`src/rtl/jk_bank_sched.sv`:
```
// jk_bank_sched: round-robin sequencer sharing a JK flip-flop bank between two requesters.
// Optional JK_VERIFY_EN adds a sticky check of each cell's result against the expected JK behaviour.
module jk_bank_sched #(
  parameter int NUM_FF = 8,
  parameter int IDX_W  = 3
) (
  input  logic              clk,
  input  logic              rst_n,
  input  logic              req0_valid,
  output logic              req0_ready,
  input  logic [IDX_W-1:0]  req0_idx,
  input  logic [1:0]        req0_op,
  input  logic              req1_valid,
  output logic              req1_ready,
  input  logic [IDX_W-1:0]  req1_idx,
  input  logic [1:0]        req1_op,
  output logic [NUM_FF-1:0] j_out,
  output logic [NUM_FF-1:0] k_out,
  input  logic [NUM_FF-1:0] q_in,
  output logic              busy,
  output logic              done,
  output logic              done_id,
  output logic              done_q,
  output logic              bad_idx,
  output logic              err
);
  typedef enum logic [1:0] {IDLE, APPLY, SETTLE, RESP} state_t;
  state_t             r_state;
  logic               r_rr_last, r_id, r_busy, r_done, r_done_id, r_done_q, r_bad;
  logic [IDX_W-1:0]   r_idx;
  logic [NUM_FF-1:0]  r_j, r_k;
  logic               w_gnt, w_acc, w_bad;
  logic [IDX_W-1:0]   w_idx;
  logic [1:0]         w_op;
  logic [NUM_FF-1:0]  w_mask;
  // Both valid: alternate away from the last winner; otherwise whoever asks.
  assign w_gnt      = (req0_valid && req1_valid) ? ~r_rr_last : req1_valid;
  assign w_acc      = (r_state == IDLE) && (req0_valid || req1_valid);
  assign req0_ready = w_acc && !w_gnt;
  assign req1_ready = w_acc && w_gnt;
  assign w_idx      = w_gnt ? req1_idx : req0_idx;
  assign w_op       = w_gnt ? req1_op : req0_op;
  assign w_bad      = 32'(w_idx) >= NUM_FF;
  assign w_mask     = NUM_FF'(1) << w_idx;
  assign j_out      = r_j;
  assign k_out      = r_k;
  assign busy       = r_busy;
  assign done       = r_done;
  assign done_id    = r_done_id;
  assign done_q     = r_done_q;
  assign bad_idx    = r_bad;
  always_ff @(posedge clk or negedge rst_n) begin
    if (!rst_n) begin
      r_state   <= IDLE;
      r_rr_last <= 1'b1;
      r_id      <= 1'b0;
      r_idx     <= '0;
      r_j       <= '0;
      r_k       <= '0;
      r_busy    <= 1'b0;
      r_done    <= 1'b0;
      r_done_id <= 1'b0;
      r_done_q  <= 1'b0;
      r_bad     <= 1'b0;
    end else begin
      case (r_state)
        IDLE: if (w_acc) begin
          r_idx     <= w_idx;
          r_id      <= w_gnt;
          r_rr_last <= w_gnt;
          r_busy    <= 1'b1;
          if (w_bad) begin
            r_state   <= RESP;
            r_done    <= 1'b1;
            r_done_id <= w_gnt;
            r_done_q  <= 1'b0;
            r_bad     <= 1'b1;
          end else begin
            r_state <= APPLY;
            r_j     <= w_op[1] ? w_mask : '0;
            r_k     <= w_op[0] ? w_mask : '0;
          end
        end
        APPLY: begin
          r_j     <= '0;
          r_k     <= '0;
          r_state <= SETTLE;
        end
        SETTLE: begin
          r_done    <= 1'b1;
          r_done_id <= r_id;
          r_done_q  <= q_in[r_idx];
          r_bad     <= 1'b0;
          r_state   <= RESP;
        end
        default: begin
          r_done  <= 1'b0;
          r_bad   <= 1'b0;
          r_busy  <= 1'b0;
          r_state <= IDLE;
        end
      endcase
    end
  end
`ifdef JK_VERIFY_EN
  logic [1:0] r_op;
  logic       r_qprev, r_err, w_exp;
  assign w_exp = (r_op == 2'b00) ? r_qprev : (r_op == 2'b01) ? 1'b0 : (r_op == 2'b10) ? 1'b1 : ~r_qprev;
  assign err   = r_err;
  always_ff @(posedge clk or negedge rst_n) begin
    if (!rst_n) begin
      r_op    <= '0;
      r_qprev <= 1'b0;
      r_err   <= 1'b0;
    end else begin
      if (r_state == IDLE && w_acc) r_op <= w_op;
      if (r_state == APPLY) r_qprev <= q_in[r_idx];
      if (r_state == SETTLE && q_in[r_idx] != w_exp) r_err <= 1'b1;
    end
  end
`else
  assign err = 1'b0;
`endif
endmodule

```
`config.mk`:
```
export PLATFORM = sky130hd
export DESIGN_NAME = jk_bank_sched
export DESIGN_NICKNAME = d
export VERILOG_FILES = /design/src/rtl/jk_bank_sched.sv
export SDC_FILE = /design/constraint.sdc
export NUM_CORES = 1
export LEC_CHECK = 0
export BUFFER_PORTS_ARGS = -buffer_cell sky130_fd_sc_hd__buf_2
export CAP_MARGIN = 25
export CORE_ASPECT_RATIO = 0.7
export CORE_MARGIN = 4
export CORE_UTILIZATION = 50
export CTS_CLUSTER_DIAMETER = 100
export DETAILED_ROUTE_END_ITERATION = 12
export PLACE_DENSITY = 0.79
export SLEW_MARGIN = 10
export SYNTH_ARGS = -nofsm -noshare
export SYNTH_HDL_FRONTEND = slang
export SYNTH_SLANG_ARGS = --single-unit
```
`constraint.sdc`:
```
create_clock -name clk -period 4.3 [get_ports clk]
set_input_delay 1.29 -clock clk [delete_from_list [all_inputs] [get_ports clk]]
set_output_delay 1.29 -clock clk [all_outputs]
set_load 0.05 [all_outputs]
```
==> results of run 1 <==
-- worst reg2reg max path, cell delays in order, from the launching register on --
cell	delay [ns]
dfstp_2	0.39
a21boi_4	0.35
mux2i_1	0.49
nand2_1	0.19
o2bb2ai_1	0.19
-- routing by layer --
layer  GRT usage, %  wire length (um)  vias to the layer above
met1          23.18              1349                      528
met5              0                 0                        -
met2          28.64              1429                       47
met4          2.922                19                        0
met3          5.501               238                        4
li1               -                 -                      496
-- path summary, 6_finish.rpt --
kind | startpoint | endpoint | depth (start not counted)
setup / recovery | req1_valid | req1_ready | 4
hold / removal | k_out[2]$_DFFE_PN0P_ | k_out[2]$_DFFE_PN0P_ | 1
setup reg to reg | r_rr_last$_DFFE_PN1P_ | j_out[6]$_DFFE_PN0P_ | 4
hold reg to reg | k_out[2]$_DFFE_PN0P_ | k_out[2]$_DFFE_PN0P_ | 1
max in group asynchronous | rst_n | k_out[1]$_DFFE_PN0P_ | 1
min in group asynchronous | rst_n | done_id$_DFFE_PN0N_ | 1
-- cells in the final DEF, fill, tap and decap left out, types with 2 or more instances in the layout --
cell type and count:
conb_1 2, a21o_1 2, ha_1 4, o21ai_1 4
dfrtp_1 26, mux2_2 4, o2bb2ai_1 12, buf_2 43
a32o_1 4, nand2_1 12, nor2_1 7, o21ai_0 5
mux4_2 2, clkbuf_8 3, mux2i_1 4, inv_1 4
-- registers in the layout (all words and copies together), names as in the netlist --
| name | flops |
|---|---|
| done | 1 |
| k_out | 8 |
| r_rr_last | 1 |
| r_id | 1 |
| j_out | 8 |
| busy | 1 |
| r_idx | 3 |
| done_id | 1 |
| r_state | 2 |
| done_q | 1 |
-- layout make-up --
| class | instances | share of cell area (%) |
|---|---|---|
| Tap cell | 34 | 2.665 |
| Clock buffer | 4 | 2.821 |
| Timing Repair Buffer | 44 | 13.95 |
| Sequential cell | 27 | 42.40 |
| Inverter | 4 | 0.9404 |
| Multi-Input combinational cell | 77 | 37.23 |
-- per-stage QoR --
step / power, W / worst slack [ns] / util [%]
after floorplan: 0.0007866 / 0.8805 / -
after global placement: 0.0008883 / 0.7766 / 62.32
after CTS: 0.001047 / 0.7041 / 64.14
after global routing: 0.001127 / 0.6254 / 64.44
final: 0.001052 / 0.6903 / 64.44
after detailed placement: 0.0009080 / 0.7117 / 62.32
-- synthesized netlist by cell type (2+ instances only) --
| cell | instances | area (sq um) |
|---|---|---|
| a21o_1 | 2 | 15.01 |
| a32o_1 | 4 | 40.04 |
| buf_4 | 3 | 22.52 |
| dfrtp_1 | 26 | 650.6 |
| ha_1 | 4 | 50.05 |
| inv_1 | 4 | 15.01 |
| mux2_2 | 4 | 45.04 |
| mux2i_1 | 4 | 40.04 |
| mux4_2 | 2 | 45.04 |
| nand2_1 | 12 | 45.04 |
| nor2_1 | 7 | 26.28 |
| o21ai_0 | 5 | 25.02 |
| o21ai_1 | 4 | 20.02 |
| o2bb2ai_1 | 12 | 105.1 |
-- power groups by stage --
stage	clock network (W)	registers (W)	logic, W
6_report	0.000139	0.000380	0.000533
5_1_grt	0.000156	0.000391	0.000580
4_1_cts	0.000142	0.000380	0.000524
3_5_place_dp	0	0.000384	0.000524
3_3_place_gp	0	0.000381	0.000507
2_1_floorplan	0	0.000515	0.000272
-- cell families after synthesis --
family / synth area share [%]
AOI/OAI and AO/OA: 21.11
and+or+nand+nor: 9.935
DFF: 51.67
muxes: 9.933
buffers and inverters: 3.247
adders and majority gates: 3.821
other: 0.2863
==> results_dict.tcl, run 1 <==
set metrics [dict create \
    synth-seq-cells 27 \
    maxSlewHeadroom_pct 60.41 \
    grtUsageTotal_pct 17.41 \
    ys_warn_count 0 \
    drc 0 \
    grt_pass1_wl_mm 4.961 \
    core_sq_um 2477 \
    die_y_um 50.83 \
    slowest_delay_ns 0.39 \
    layout.nets 183 \
    min_path_type "register to register" \
    insertion_delay_ns 0.27 \
    vias 1075 \
    totalWireLength_mm 3.038 \
    numPortBuffers 43 \
    arrival_ns 2.32 \
    synthCells 111 \
    cp_cell_sequence "buf_2 -> a21boi_4 -> and2_1 -> buf_2" \
    cts_buffer_depth 2 \
    cts_hold_buffers 0 \
    async_reset_ff_share_pct 100.0 \
    critPathMaxFanout 14 \
    antenna_left 0 \
    cts_max_level 1 \
    diodes 0 \
    clock-sinks 27 \
    die-width_um 69.18 \
    syn_avg_cell_area_sq_um 11.80 \
    fillCellCount 205 \
    finalSetupTns_ns 0 \
    antenna_found_initial 0 \
    final_cell_area_sq_um 1597 \
    seq_area_frac_synth_pct 51.67 \
    avgViaCountPerCell 5.658 \
    wire_per_inst_um 15.99 \
    worst_path_most_repeated_cell "buf_2" \
    cpMaxStageDelayCell "a21boi_4" \
    p_seq_share_pct 36.1 \
    pin_count 46 \
    cts_buffers 3 \
    grt_max_degree 28 \
    critical_path_class "input pin to primary output" \
    fp.dieArea_sq_um 3516 \
    start_util_pct 52.88 \
    register_area_sq_um 676.9 \
    clkTransAtPathRegs_ns 0.08 \
    worstSetupStartpointType "input pin" \
    critical-path-top-delay-family "buffers and inverters" \
    synth.distinct_cells 32 \
    place.gp.congestion 0.7862 \
    fmax_ghz 0.2770 \
    grt_pass1_vias 1045 \
    multi_input_area_sq_um 594.3 \
    max-vdd-ir-drop_mv 0.3844 \
    placementRows 15 \
    overflow 0 \
    place_area_sq_um 1544 \
    finalHoldViolCount 0 \
    drt_iter0_markers 83 \
    worstPathRequired_ns 3.01 \
    synth_area_sq_um 1310 \
    fin_crit_sh_pct 83.95 \
    worst_pin_slew_ns 0.5938 \
    power_density_nw_per_um2 658.6 \
    cts_root_buf "clkbuf_8" \
    drtPass1Iterations 6 \
    hold_slack_ns 0.4860 \
    drv_slew 0 \
    post_cts_buffers 0 \
    cts_tree "yes" \
    hpwl_mm 2.317 \
    fin_crit_ns 3.610 \
    status "finished clean" \
    synth_flop_cell "dfrtp_1" \
    p_switching_w 0.0004814 \
    intPower_w 0.0005702 \
    cap_viol_max_count 0 \
    cts_resized 0 \
    final_cells 190 \
    drive_gt1_share_pct 35.90 \
    swShare_pct 45.78 \
    synth-edff-count 0 \
    p_leak_nw 0.8192 \
    setup_viol_count_final 0 \
    rsz0062_at_grt "false" \
    pwr-share-comb_pct 50.7 \
    fin_worst_skew_ns 0.008001 \
    area.growth.synth_to_final_pct 21.87 \
    end_kind "primary output" \
    clkPwrFrac_pct 13.2 \
    critPathBufInv 2 \
    dp_cells 185 \
    reg2reg_slack_ns 2.61 \
]
Power figures use the tool's default switching activity.
==> run 2, diff against run 1 <==
ABC_AREA = 1   (was not set)
CORE_UTILIZATION = 45   (was 50)
PLACE_DENSITY = 0.73   (was 0.79)
clock period = 3 ns   (was 4.3 ns; I/O delays follow)
==> results_dict.tcl, run 2 <==
set metrics [dict create \
    status "finished clean" \
    post_cts_buffers 0 \
    drv_slew 0 \
    pin_count 46 \
    max-vdd-ir-drop_mv 0.4871 \
    core_sq_um 3148 \
    worst_path_most_repeated_cell "buf_2" \
    grtUsageTotal_pct 14.47 \
    grt_pass1_vias 1127 \
    diodes 0 \
    numPortBuffers 43 \
    drc 0 \
    synthCells 185 \
    synth_common_cells "67 x nand2_1, 26 x dfrtp_1, 24 x nand3_1" \
    synth_top_area_cell "dfrtp_1" \
    layout_common_cells "67 x nand2_1, 43 x buf_2, 26 x dfrtp_1" \
    syn_avg_cell_area_sq_um 8.008 \
    async_reset_ff_share_pct 100.0 \
    slowest_delay_ns 0.27 \
    synth_area_sq_um 1481 \
    fin_crit_sh_pct 90.92 \
    end_kind "primary output" \
    antenna_left 0 \
    p_leak_nw 1.071 \
    dp_cells 263 \
    drive_gt1_share_pct 26.64 \
    insertion_delay_ns 0.28 \
    final_cells 267 \
    grt.busiest_layer "met2" \
    cts_buffers 3 \
    layout.nets 256 \
    fmax_ghz 0.3666 \
    fin_crit_ns 2.728 \
    hpwl_mm 2.360 \
    synth_area_leaders "dfrtp_1 44%, nand2_1 17%, nand3_1 8.1%" \
    synth_flop_cell "dfrtp_1" \
    drtPass1Iterations 4 \
    avgViaCountPerCell 4.700 \
    grt_use_met1_pct 20.81 \
    ys_warn_count 0 \
    place.gp.congestion 0.7949 \
    synth-edff-count 0 \
    clkTransAtPathRegs_ns 0.09 \
    cts_tree "yes" \
    antenna_found_initial 0 \
    yosysMostFrequentCell "nand2_1" \
    cp_cell_sequence "buf_2 -> inv_4 -> nand2_4 -> nand2_1 -> nor2_1 -> buf_2" \
    critPathMaxFanout 8 \
    seq_area_frac_synth_pct 45.69 \
    cts_resized 0 \
    start_util_pct 47.06 \
    synth.distinct_cells 21 \
    grt_pass1_wl_mm 5.064 \
    overflow 0 \
    setup_viol_count_final 0 \
    yosysTopAreaCellShare_pct 43.92 \
    wire_per_inst_um 11.34 \
    cts_hold_buffers 0 \
    cts_root_buf "clkbuf_8" \
    finalHoldViolCount 0 \
    cts_max_level 1 \
    totalWireLength_mm 3.029 \
    met3_usage_pct 3.560 \
    arrival_ns 1.83 \
    maxSlewHeadroom_pct 61.59 \
    cap_viol_max_count 0 \
    worstSetupStartpointType "input pin" \
    globalRouteMet2Util_pct 21.28 \
    cpMaxStageDelayCell "buf_2" \
    die_y_um 56.01 \
    cts_buffer_depth 2 \
    critical_path_class "input pin to primary output" \
    fp.dieArea_sq_um 4289 \
    area.growth.synth_to_final_pct 18.75 \
    fin_worst_skew_ns 0.01270 \
    layout_commonest_cell "nand2_1" \
    fin_util_pct 55.88 \
    rsz0062_at_grt "false" \
    drt_iter0_markers 91 \
    finalSetupTns_ns 0 \
    placementRows 17 \
    vias 1255 \
    clock-sinks 27 \
    worstPathRequired_ns 2.10 \
    worst_pin_slew_ns 0.5761 \
    hold_slack_ns 0.4811 \
    min_path_type "register to register" \
    grt_max_degree 28 \
    synth-seq-cells 27 \
    power_density_nw_per_um2 942.6 \
    die-width_um 76.58 \
]
==> run 2: changes by cell type after synthesis, sizes merged, moves of 2 or more <==
cell     previous run  this run
nand3               0        24
o21ai               9        11
mux2i               4         0
nor2                7        10
nand2              12        71
inv                 4        27
nand3b              1         5
mux4                2         0
o2bb2ai            12         0
mux2                4         0
a32o                4         0
a21o                2         0
a21boi              2         0
==> run 2: layer usage <==
layer / share of wire (%) / wire, um / up-vias
met1: 52 / 1565 / 550
met3: 6.7 / 203 / 4
li1: - / - / 657
met4: 1.1 / 33 / 0
met5: 0 / 0 / -
met2: 40 / 1226 / 44
==> run 2: layout make-up <==
type	count	area, sq um
Fill cell	322	1389
Sequential cell	27	676.9
Multi-Input combinational cell	128	664.4
Timing Repair Buffer	43	215.2
Inverter	27	106.4
Tap cell	38	47.55
Clock buffer	3	41.29
Clock inverter	1	7.507
==> run 2: where the power goes <==
part | switching (W) | total, W | internal, W
Sequential | 0.0000721 | 0.000557 | 0.000485
Clock | 0.000122 | 0.000217 | 0.0000945
Combinational | 0.000650 | 0.000885 | 0.000235
Total | 0.000844 | 0.00166 | 0.000814
==> run 2: per-stage QoR <==
stage	power (W)	setup WS [ns]	cell area [sq um]
floorplan	0.001276	0.1544	1485
global placement	0.001447	0.2950	1710
detailed placement	0.001453	0.2673	1710
CTS	0.001672	0.2647	1759
global route	0.001781	0.1579	1759
finish	0.001658	0.2723	1759
==> run 2: logic make-up after synthesis <==
family                   Yosys count  synth area share [%]
other                              1                0.2531
flip-flops                        27                 45.69
AO/OA/AOI/OAI                     12                 4.814
AND/OR/NAND/NOR                  110                 36.15
adder cells (fa/ha/maj)            4                 3.379
buffers and inverters             31                 9.712
==> run 2: critical path, delay by kind of cell <==
| kind | cells | cell delay, ns |
|---|---|---|
| buffers and inverters | 3 | 0.55 |
| AND/OR/NAND/NOR | 3 | 0.38 |
==> run 2: final timing paths <==
path / slack (ns) / cells after the start / endpoint / start
worst min register to register: 0.48 / 2 / k_out[3]$_DFFE_PN0P_ / k_out[3]$_DFFE_PN0P_
worst max register to register: 1.58 / 8 / j_out[7]$_DFFE_PN0P_ / r_state[1]$_DFFE_PN0N_
max in group asynchronous: 2.01 / 1 / r_idx[0]$_DFFE_PN0P_ / rst_n
worst min-delay path: 0.48 / 2 / k_out[3]$_DFFE_PN0P_ / k_out[3]$_DFFE_PN0P_
worst max-delay path: 0.27 / 6 / req0_ready / req1_valid
min in group asynchronous: 0.60 / 1 / j_out[1]$_DFFE_PN0P_ / rst_n
==> run 3, diff against run 2 <==
BUFFER_PORTS_ARGS = not set   (was -buffer_cell sky130_fd_sc_hd__buf_2)
CORE_UTILIZATION = 50   (was 45)
DONT_BUFFER_PORTS = 1   (was not set)
PLACE_DENSITY = 0.67   (was 0.73)
==> results_dict.tcl, run 3 (synthesis gave the netlist of run 2 again) <==
set metrics [dict create \
    status "finished clean" \
    fin_worst_skew_ns 0.001334 \
    worst_pin_slew_ns 0.5014 \
    post_cts_buffers 0 \
    area.growth.synth_to_final_pct 4.814 \
    die_y_um 53.54 \
    fmax_ghz 0.3931 \
    pin_count 46 \
    totalWireLength_mm 3.038 \
    drv_slew 0 \
    drc 0 \
    setup_viol_count_final 0 \
    cpMaxStageDelayCell "dfrtp_1" \
    diodes 0 \
    place.gp.congestion 0.7889 \
    wire_per_inst_um 13.56 \
    final_cells 224 \
    layout.nets 215 \
    layout_common_cells "67 x nand2_1, 26 x dfrtp_1, 24 x nand3_1" \
    maxSlewHeadroom_pct 66.57 \
    avgViaCountPerCell 4.946 \
    power_density_nw_per_um2 1017 \
    placementRows 16 \
    setup_slack_ns 0.4561 \
    grt_pass1_wl_mm 5.202 \
    insertion_delay_ns 0.27 \
    fp.dieArea_sq_um 3912 \
    cts_tree "yes" \
    p_switching_w 0.0008167 \
    slowest_delay_ns 0.42 \
    grt_max_degree 28 \
    core_sq_um 2823 \
    clock-sinks 27 \
    fin_crit_sh_pct 84.80 \
    arrival_ns 1.64 \
    die-width_um 73.06 \
    intPower_w 0.0007631 \
    start_util_pct 52.48 \
    drt_iter0_markers 43 \
    max-vdd-ir-drop_mv 0.4645 \
    multi_input_area_sq_um 664.4 \
    pwr-share-comb_pct 35.9 \
    worstPathRequired_ns 2.10 \
    hpwl_mm 2.428 \
    drtPass1Iterations 4 \
    antenna_left 0 \
    p_leak_nw 0.8841 \
    grt_pass1_vias 1095 \
    drive_gt1_share_pct 10.11 \
    layout_commonest_cell "nand2_1" \
    cp_cell_sequence "inv_1 -> ha_1 -> nand2_1 -> nor2_1 -> buf_4" \
    cts_buffer_depth 2 \
    cts_buffers 3 \
    dp_cells 220 \
    register_area_sq_um 676.9 \
    overflow 0 \
    finalSetupTns_ns 0 \
    p_seq_share_pct 51.2 \
    clkTransAtPathRegs_ns 0.09 \
    clkPwrFrac_pct 12.9 \
    cts_hold_buffers 0 \
    grtUsageTotal_pct 17.57 \
    critPathMaxFanout 8 \
    numPortBuffers 0 \
    antenna_found_initial 0 \
    cap_viol_max_count 0 \
    rsz0062_at_grt "false" \
    hold_slack_ns 0.3123 \
    worstSetupStartpointType "register" \
    cts_resized 0 \
    swShare_pct 51.70 \
    min_path_type "input pin to async pin" \
    end_kind "primary output" \
    finalHoldViolCount 0 \
    critical_path_class "register to primary output" \
    cts_max_level 1 \
    vias 1108 \
    cts_root_buf "clkbuf_8" \
    fillCellCount 277 \
    place_ws_ns 0.5550 \
    fin_crit_ns 2.544 \
]
run 3: worst max-delay path: cells and delay by family, from the launching register on:
kind / cells / cell delay, ns
adder cells (fa/ha/maj): 1 / 0.28
AND/OR/NAND/NOR: 2 / 0.35
flip-flops: 1 / 0.42
buffers and inverters: 2 / 0.32
run 3: power groups by stage:
stage	registers (W)	logic [W]	clock network, W
after CTS	0.000811	0.000571	0.000212
after global routing	0.000826	0.000646	0.000227
after global placement	0.000812	0.000549	0
after floorplan	0.000790	0.000486	0
final	0.000808	0.000567	0.000204
after detailed placement	0.000819	0.000566	0
run 3: cell type report:
| class | instances | area share [%] |
|---|---|---|
| Sequential cell | 27 | 43.59 |
| Inverter | 27 | 6.849 |
| Timing Repair Buffer | 2 | 0.9670 |
| Tap cell | 36 | 2.901 |
| Multi-Input combinational cell | 128 | 42.79 |
| Clock buffer | 4 | 2.901 |
run 3: path summary, 6_finish.rpt:
check	cells past startpoint	from	slack [ns]	end
setup / recovery	5	r_state[0]$_DFFE_PN0N_	0.46	req0_ready
hold / removal	0	rst_n	0.31	done_q$_DFFE_PN0N_
setup reg to reg	7	r_state[0]$_DFFE_PN0N_	1.52	r_id$_DFFE_PN0P_
hold reg to reg	2	r_rr_last$_DFFE_PN1P_	0.49	r_rr_last$_DFFE_PN1P_
max in group asynchronous	0	rst_n	2.51	r_rr_last$_DFFE_PN1P_
min in group clk	2	r_rr_last$_DFFE_PN1P_	0.49	r_rr_last$_DFFE_PN1P_
run 3: metal layers:
| metal | share of wire, % | wire length (um) | global-route usage, % |
|---|---|---|---|
| met3 | 11 | 342 | 7.836 |
| met2 | 39 | 1171 | 24.48 |
| met5 | 0 | 0 | 0 |
| met4 | 0.76 | 23 | 3.681 |
| met1 | 49 | 1501 | 25.03 |
run 3: stage by stage:
stage / area (sq um) / utilization (%) / power, W
floorplan: 1485 / - / 0.001276
global placement: 1508 / 53.41 / 0.001362
detailed placement: 1508 / 53.41 / 0.001385
CTS: 1553 / 55.01 / 0.001594
global route: 1553 / 55.01 / 0.001699
finish: 1553 / 55.01 / 0.001580
